--- src/rtl/vreg_wb_arbiter.sv ---
// vreg_wb_arbiter
//   Arbitrates vector-ALU and vector-load writebacks onto the single register-file
//   write port, and keeps a pending-write scoreboard for the issue stage.
//
//   Parameters
//     DATA_W     writeback data width
//     NREG       number of vector registers (address width is $clog2(NREG))
//   Ports
//     clk, rst                        clock, asynchronous active-high reset
//     alu_valid/alu_addr/alu_data     ALU writeback request
//     alu_ready                       ALU granted this cycle (combinational)
//     mem_valid/mem_addr/mem_data     load-unit writeback request
//     mem_ready                       load granted this cycle (combinational)
//     wre, a3, wd3                    registered register-file write port
//     alloc_en, alloc_addr            mark a register as pending write
//     chk_a1, chk_a2                  sources of the instruction in issue
//     hazard                          combinational pending lookup of chk_a1/chk_a2
//     flush                           synchronous clear of all pending bits
//     pending                         registered scoreboard vector
module vreg_wb_arbiter #(
   parameter int DATA_W = 128,
   parameter int NREG   = 16,
   localparam int AW    = $clog2(NREG)
) (
   input  logic              clk,
   input  logic              rst,
   input  logic              alu_valid,
   input  logic [AW-1:0]     alu_addr,
   input  logic [DATA_W-1:0] alu_data,
   output logic              alu_ready,
   input  logic              mem_valid,
   input  logic [AW-1:0]     mem_addr,
   input  logic [DATA_W-1:0] mem_data,
   output logic              mem_ready,
   output logic              wre,
   output logic [AW-1:0]     a3,
   output logic [DATA_W-1:0] wd3,
   input  logic              alloc_en,
   input  logic [AW-1:0]     alloc_addr,
   input  logic [AW-1:0]     chk_a1,
   input  logic [AW-1:0]     chk_a2,
   output logic              hazard,
   input  logic              flush,
   output logic [NREG-1:0]   pending
);

   // Round-robin pointer: 0 favours the ALU, 1 favours the load unit.
   logic            rr_r;
   logic            rr_nxt_s;
   logic            grant_alu_s;
   logic            grant_mem_s;
   logic [NREG-1:0] pending_nxt_s;

   // Grant decode; gated by rst so a request present while reset asserts is dropped.
   always_comb begin
      grant_alu_s = 1'b0;
      grant_mem_s = 1'b0;
      if (rst) begin
         grant_alu_s = 1'b0;
         grant_mem_s = 1'b0;
      end else if (alu_valid && mem_valid) begin
         grant_alu_s = ~rr_r;
         grant_mem_s = rr_r;
      end else begin
         grant_alu_s = alu_valid;
         grant_mem_s = mem_valid;
      end
   end

   assign alu_ready = grant_alu_s;
   assign mem_ready = grant_mem_s;

   // Pointer moves to the loser after a grant and holds when nobody asks.
   always_comb begin
      rr_nxt_s = rr_r;
      if (grant_alu_s) begin
         rr_nxt_s = 1'b1;
      end else if (grant_mem_s) begin
         rr_nxt_s = 1'b0;
      end else begin
         rr_nxt_s = rr_r;
      end
   end

   // Round-robin pointer register.
   always_ff @(posedge clk or posedge rst) begin
      if (rst) begin
         rr_r <= 1'b0;
      end else begin
         rr_r <= rr_nxt_s;
      end
   end

   // Register-file write port: one write per grant, address/data hold when idle.
   always_ff @(posedge clk or posedge rst) begin
      if (rst) begin
         wre <= 1'b0;
         a3  <= {AW{1'b0}};
         wd3 <= {DATA_W{1'b0}};
      end else begin
         wre <= grant_alu_s | grant_mem_s;
         if (grant_alu_s) begin
            a3  <= alu_addr;
            wd3 <= alu_data;
         end else if (grant_mem_s) begin
            a3  <= mem_addr;
            wd3 <= mem_data;
         end else begin
            a3  <= a3;
            wd3 <= wd3;
         end
      end
   end

   // Scoreboard next state: clear on write, then set on alloc so a same-cycle
   // alloc of the register being written leaves it pending; flush overrides both.
   always_comb begin
      pending_nxt_s = pending;
      if (flush) begin
         pending_nxt_s = {NREG{1'b0}};
      end else begin
         if (wre) begin
            pending_nxt_s[a3] = 1'b0;
         end else begin
            pending_nxt_s = pending;
         end
         if (alloc_en) begin
            pending_nxt_s[alloc_addr] = 1'b1;
         end else begin
            pending_nxt_s[alloc_addr] = pending_nxt_s[alloc_addr];
         end
      end
   end

   // Scoreboard register.
   always_ff @(posedge clk or posedge rst) begin
      if (rst) begin
         pending <= {NREG{1'b0}};
      end else begin
         pending <= pending_nxt_s;
      end
   end

   // Hazard reads the registered scoreboard, so it stays high through the write cycle.
   assign hazard = pending[chk_a1] | pending[chk_a2];

endmodule

--- config.mk ---
export PLATFORM = sky130hd
export DESIGN_NAME = vreg_wb_arbiter
export DESIGN_NICKNAME = d
export VERILOG_FILES = /design/src/rtl/vreg_wb_arbiter.sv
export SDC_FILE = /design/constraint.sdc
export NUM_CORES = 1
export LEC_CHECK = 0
export ABC_AREA = 1
export BUFFER_PORTS_ARGS = -buffer_cell sky130_fd_sc_hd__buf_2
export CAP_MARGIN = 20
export CORE_AREA = 10 10 162 164
export DETAILED_ROUTE_END_ITERATION = 6
export DIE_AREA = 0 0 172 174
export PLACE_DENSITY_LB_ADDON = 0.1
export SLEW_MARGIN = 10
export SYNTH_ARGS = -nofsm -noshare
export SYNTH_HDL_FRONTEND = slang
export SYNTH_SLANG_ARGS = --single-unit
export TNS_END_PERCENT = 1
--- constraint.sdc ---
create_clock -name clk -period 6.3 [get_ports clk]
set_input_delay 0.315 -clock clk [delete_from_list [all_inputs] [get_ports clk]]
set_output_delay 0.315 -clock clk [all_outputs]
set_load 0.02 [all_outputs]
# Word level (Yosys, flattened, before mapping)
# Cells that the tools add are included.
# classes
order_cmp	6
reduce_logical	4
n_bitwise	6
muxes	25
# op_table
cell	count
$mux 128	2
$mux 16	4
$lt 4x5->1 const B	4
$and 16x16->16	1
$bwmux 16	1
$not 16->16	1
$or 16x16->16	1
$bmux 1 s4	3
$mux 1	11
$demux 1 s4	2
$ge 4x1->1 const B	2
$mux 4	2
$logic_and 1x1->1	3
$or 1x1->1	2
$reduce_bool 2->1	1
$not 1->1	1
# word_totals
word_cells	46
input_bits	282
ff_bits	150

# Depth between registers and ports, before layout
# Gate-level depths: netlist of run 1.
# logic_depth
depth_word	13
ltp_mapped	10

# Worst setup path after synthesis of run 1
# OpenSTA, ideal clock, no wires.
# synth_path
path_type	input-to-reg
startpoint	input rst
endpoint	register wd3[66]
setup_ns	0.127
stages	6
slack_ns	3.211
path_buffers	2
arrival_time_ns	2.961
cell_sequence	inv_2 > nand2_1 > o21ai_2 > buf_2 > buf_2 > o22ai_2
# synth_via
elab_chain_cells	2
word_cells_on_any_way	4
cone_classes	mux: 3; reduce/logical: 1
# synth_rtl
item	line	text
start: declaration	26	input logic rst,
$mux 1	58	if (rst) begin
$mux 128 / $reduce_bool 2->1 (equally long branches)	--	
end signal: assignment	104	wd3 <= alu_data;
end signal: assignment	107	wd3 <= mem_data;
end signal: assignment	110	wd3 <= wd3;
end: declaration	37	output logic [DATA_W-1:0] wd3,
# Several ways; a longest one is shown, not always the timed one.
# A chain may end at the register's enable or synchronous reset.

# Worst setup path in the final report of run 1
# layout_path
startpoint	register rr_r
endpoint	register wd3[127]
# layout_via
elab_chain_cells	4
word_cells_on_any_way	7
cone_classes	mux: 5; bitwise: 1; reduce/logical: 1
# layout_rtl
item	line	text
start: declaration	48	logic rr_r;
start signal: assignment	90	rr_r <= rr_nxt_s;
$not 1->1	62	grant_alu_s = ~rr_r;
$mux 1	61	end else if (alu_valid && mem_valid) begin
$mux 1	58	
$mux 128 / $reduce_bool 2->1 (equally long branches)	--	
# Several ways; a longest one is shown, not always the timed one.

==> run metrics, run 1 <==
cells resized by post-CTS repair 0; Max Freq 0.342 GHz; GR Layer Usage met2 between 30% and 40%; H-tree levels 4; CTS Sinks 150; crit path from rr_r; Setup crit end kind flop; Root Driver clkbuf_16; Final Hold Fails 0; most common cell in the netlist inv_1; cell taking the most area after synthesis dfrtp_1; Slew HR around 34%; num ports 434; ranking of synthesized cells by area dfrtp_1 (49%), o22ai_1 (8.4%), inv_1 (8.3%); Finish-stage setup viols 0; Compound-Gate Fraction of Synth Area 24.5%; Fill cells 2400; HPWL Detailed 23200 µm; WP data required 6.63 ns; Mapped Nets 1217; vias per std cell roughly 4.8; LEAKAGE 5.72 nW; syn_area_per_cell 8.11 µm²; Clk pin slew, worst setup/hold paths 0.07 ns; FF+latch area 3750 µm²; GR Overflow Total 0; Final Core Density 45.5%; Chip Height about 170 µm; CTS tree built; post-synthesis simple-gate area fraction 13.2%; R2R setup slack 3.38 ns; min Tclk post-route between 2 and 3 ns; Syn Std Cell Area approximately 7600 µm²; worst setup margin around 3.4 ns; drt pass-1 iters 5; Hold Path Class input pin to async pin; Power, Total 3.11 mW; fraction of registers with async set/reset 100%; PD cells 295 nW/µm²; # hold bufs at CTS 0; WS Path Type flop to flop; Final period util 46.4%; setup total negative slack 0 ns; Die ar. 29900 µm²; Worst Setup EP wd3[127]; footprint of the multi-input gates 2860 µm²; non-filler instance count after layout 1638; EDFF count, synth 0; mux cell area share after synthesis 0%; initial antenna violation count 9; grt peak-use layer met2; CTS Buf Count 17; post-synthesis adder-cell area fraction 0%; postcts setup bufs 0; Main synth FF type dfrtp_1; DR WL/cell 19.0 µm; GP Congestion 0.854; nets@finish 1613; vias 7880; sequential fraction of the synthesis area 49.5%; cells on worst reg2reg path 6; initial core utilization ~33%; synth unique cells 21; post-synth top area share 49.5%; unrepaired setup endpoints after global routing no; worst-path fanout max 83; Mapped Cells 935; Placed Cells 1602; Die Span X between 150 and 200 µm; DP Worst Slack around 3.2 ns; Port Buffers 433; run status completed; grt met1 use roughly a quarter; Arr. time, crit path 3.25 ns; fin. max-slew vios 0; FF+latch count, synth 150; Yosys warning count 0; vias in the first global route 8028; gr usage total 20.1%; clock buffer depth 2; largest family of logic cells by synthesized area compound AO/OA/AOI/OAI gates; DRT iter0 DRCs 564; Max VDD drop about 0.14 mV; worst reg2reg path startpoint rr_r; Tightest Pin Transition 0.992 ns; pin count of the biggest net entering global routing 175; row count 56; grt met3 use about 7.5%; layout cell share with drive strength beyond 1 37.6%; crit start category flop; final clock skew 0.0101 ns; Post-route DRC 0; FF-to-FF End wd3[127]; Area Overhead vs Synth 38.6%; most frequent cells after synthesis inv_1 (168), dfrtp_1 (150), nor2_1 (139), o22ai_1 (102), o21ai_0 (88); Post-Route WL roughly 31000 µm; Core ar. ~23000 µm²; first-pass GRT wire length 46800 µm; post-route ant nets 0; max_cap viols 0; Clk Latency, worst-skew pair 0.43 ns; Post-Synth XOR/XNOR Area 0%
[state kept, by name, indices dropped and copies added, names as in the netlist]
register	flops
a3	4
pending	16
rr_r	1
wd3	128
wre	1
[routing by layer]
| layer | vias up | part of all wire, % |
|---|---|---|
| met2 | 286 | 50 |
| met4 | 6 | 1.6 |
| li1 | 3871 | - |
| met3 | 36 | 9.0 |
| met5 | - | 0.10 |
| met1 | 3681 | 40 |
[worst max-delay path: stages, from the launching register on]
cell and delay [ns]:
dfrtp_1 0.38, nand2_1 0.11, nand2_4 0.47, inv_4 0.84, buf_4 0.62, o21ai_0 0.15
o22ai_1 0.17
[layout by cell type (no fill, tap or decap), drive strengths merged]
cell type / count
o31ai: 1
nand3: 28
diode: 5
a21oi: 1
clkbuf: 18
nand2: 86
inv: 176
o22ai: 132
bufinv: 5
clkinvlp: 3
o21ai: 165
nor2: 140
dfrtp: 150
buf: 438
[power by group]
part | total (mW) | switching, mW | leakage, nW | internal (mW)
Combinational | 0.773 | 0.499 | 3.57 | 0.273
Sequential | 1.17 | 0.0744 | 1.84 | 1.09
Clock | 1.16 | 0.445 | 0.312 | 0.720
Total | 3.11 | 1.02 | 5.72 | 2.09
[layout make-up]
type,instances,share of cell area (%)
Inverter,171,6.18
Tap cell,290,3.45
Antenna cell,5,0.119
Clock buffer,18,4.18
Timing Repair Buffer,438,21.1
Sequential cell,150,35.7
Multi-Input combinational cell,553,27.2
Clock inverter,13,2.08
[through the flow]
stage / cell area (µm²) / hold WS, ns
finish: 10500 / 0.0450
global route: 10500 / 0.114
CTS: 10500 / 0.0931
detailed placement: 9840 / 0.527
global placement: 9840 / 0.523
floorplan: 7580 / 0.483
[kinds of logic after synthesis]
family / count (synthesis)
compound gates: 299
flops: 150
simple gates: 254
buf+inv: 232
[how the worst min path moves through the flow]
stage / from / to / slack [ns] / depth (start not counted)
5_1_grt: rst / wd3[57] / 0.11 / 2
4_1_cts: rst / wd3[39] / 0.09 / 2
3_5_place_dp: wd3[84] / wd3[84] / 0.53 / 2
2_1_floorplan: alu_data[100] / wd3[100] / 0.48 / 2
6_report: rst / wd3[57] / 0.04 / 2
3_3_place_gp: wd3[119] / wd3[119] / 0.52 / 2
Power figures use the tool's default switching activity.
==> run 2, diff against run 1 <==
clock period = 3 ns   (was 6.3 ns; I/O delays follow)
==> run metrics, run 2 (same netlist as run 1, synthesis figures left out) <==
GR Overflow Total 0; run status completed; Max Freq 0.414 GHz; Fill cells approximately 2300; Setup crit end kind flop; num ports 434; Final Hold Fails 0; unrepaired setup endpoints after global routing no; setup total negative slack 0 ns; vias in the first global route 8909; worst hold slack 0.0154 ns; nets@finish 1782; final clock skew 0.0109 ns; WP data required 3.35 ns; Finish-stage setup viols 0; post-route ant nets 0; Core ar. 23100 µm²; CTS Buf Count 17; gr usage total between 20% and 30%; Post-Route WL about 33000 µm; Max VDD drop 0.300 mV; max_cap viols 0; GP Congestion 0.852; CTS Sinks 150; Die ar. 29900 µm²; commonest cells after routing, fill and taps aside buf_2 (433), inv_1 (168), dlygate4sd3_1 (165); Top reg by flops wd3; initial core utilization about a third; FF+latch area 3750 µm²; WS Path Type input pin to flop; Area Overhead vs Synth 61.2%; worst-path fanout max 52; drt pass-1 iters 5; H-tree levels 4; min Tclk post-route 2.42 ns; Hold Path Class input pin to flop; leading cell type in the layout, fill and taps excluded buf_2; Largest register FFs 128; Port Buffers 433; LEAKAGE 6.48 nW; Chip Height 174 µm; Arr. time, crit path between 2 and 3 ns; leading registers by flop count wd3: 128 flops, pending: 16 flops, a3: 4 flops; vias 8533; Slew HR 43.1%; clock buffer depth 2; row count between 50 and 60; DR WL/cell 18.0 µm; Clk Latency, worst-skew pair 0.42 ns; Clk pin slew, worst setup/hold paths 0.07 ns; fin. max-slew vios 0; Die Span X between 150 and 200 µm; first-pass GRT wire length 49500 µm; initial antenna violation count 7; pin count of the biggest net entering global routing 134; vias per std cell roughly 4.7; Post-route DRC 0; Tightest Pin Transition 0.854 ns; CTS tree built; Power, Total 6.70 mW; Root Driver clkbuf_16; PD cells between 500 and 600 nW/µm²; layout cell share with drive strength beyond 1 33.6%; DRT iter0 DRCs 557; post-route cell area approximately 12000 µm²; Final period util 80.5%; DP Area 9920 µm²; crit start category input pin; HPWL Detailed 23300 µm; footprint of the multi-input gates 2860 µm²
## run 2: changes by cell type in the layout (fill, tap and decap cells not counted), moves of 2 or more
cell | before | now
dlygate4sd3_1 | 0 | 165
buf_12 | 1 | 5
clkinv_2 | 0 | 2
clkinv_4 | 0 | 2
clkinvlp_4 | 3 | 1
diode_2 | 5 | 3
inv_6 | 5 | 3
## run 2: cell type report
class | count | area share (%)
Sequential cell | 150 | 30.7
Antenna cell | 3 | 0.0614
Clock inverter | 11 | 1.41
Tap cell | 290 | 2.97
Inverter | 171 | 5.31
Timing Repair Buffer | 607 | 32.5
Clock buffer | 19 | 3.70
Multi-Input combinational cell | 553 | 23.4
## run 2: path summary, 6_finish.rpt
path                               from        to  slack, ns  depth (start not counted)
setup / recovery                    rst  wd3[101]       0.58                         10
hold / removal             alu_data[19]   wd3[19]       0.02                          3
setup reg to reg                   rr_r   wd3[26]       0.80                          7
hold reg to reg                 wd3[93]   wd3[93]       0.54                          2
max in group asynchronous           rst    wd3[3]       1.57                          4
min in group asynchronous           rst   wd3[34]       0.27                          3
## run 2: through the flow
stage / std cells / setup slack, ns / utilization (%)
5_1_grt: 1804 / 0.434 / 52.9
2_1_floorplan: 935 / 0.0762 / -
6_report: 1804 / 0.584 / 52.9
3_5_place_dp: 1605 / 0.949 / 42.9
4_1_cts: 1800 / 0.348 / 52.7
3_3_place_gp: 1605 / 1.01 / 42.9
## run 2: timing repair
action,4_1_cts,5_1_grt
hold buffers,165,0
gates resized for setup,0,0
hold endpoints to repair,137,0
buffers inserted,0,0
## run 2: report_power, final
group	switching (mW)	internal [mW]
Sequential	0.159	2.30
Combinational	1.11	0.816
Clock	0.883	1.43
Total	2.15	4.55
## run 2: worst max-delay path, stage by stage
cell and delay, ns:
dlygate4sd3_1 0.53, buf_2 0.17, inv_6 0.23, nand2_1 0.16, o21ai_4 0.21, buf_16 0.24
buf_12 0.26, o21ai_1 0.12, o22ai_2 0.10, dlygate4sd3_1 0.57
## run 2: routing by layer
| metal | share of wire, % | global-route usage [%] | wire length [µm] | vias up |
|---|---|---|---|---|
| li1 | - | - | - | 4205 |
| met1 | 39 | 23.8 | 12600 | 3951 |
| met2 | 49 | 34.9 | 16100 | 322 |
| met3 | 8.9 | 7.82 | 2910 | 51 |
| met4 | 2.8 | 7.58 | 905 | 4 |
| met5 | 0.049 | 0 | 16 | - |
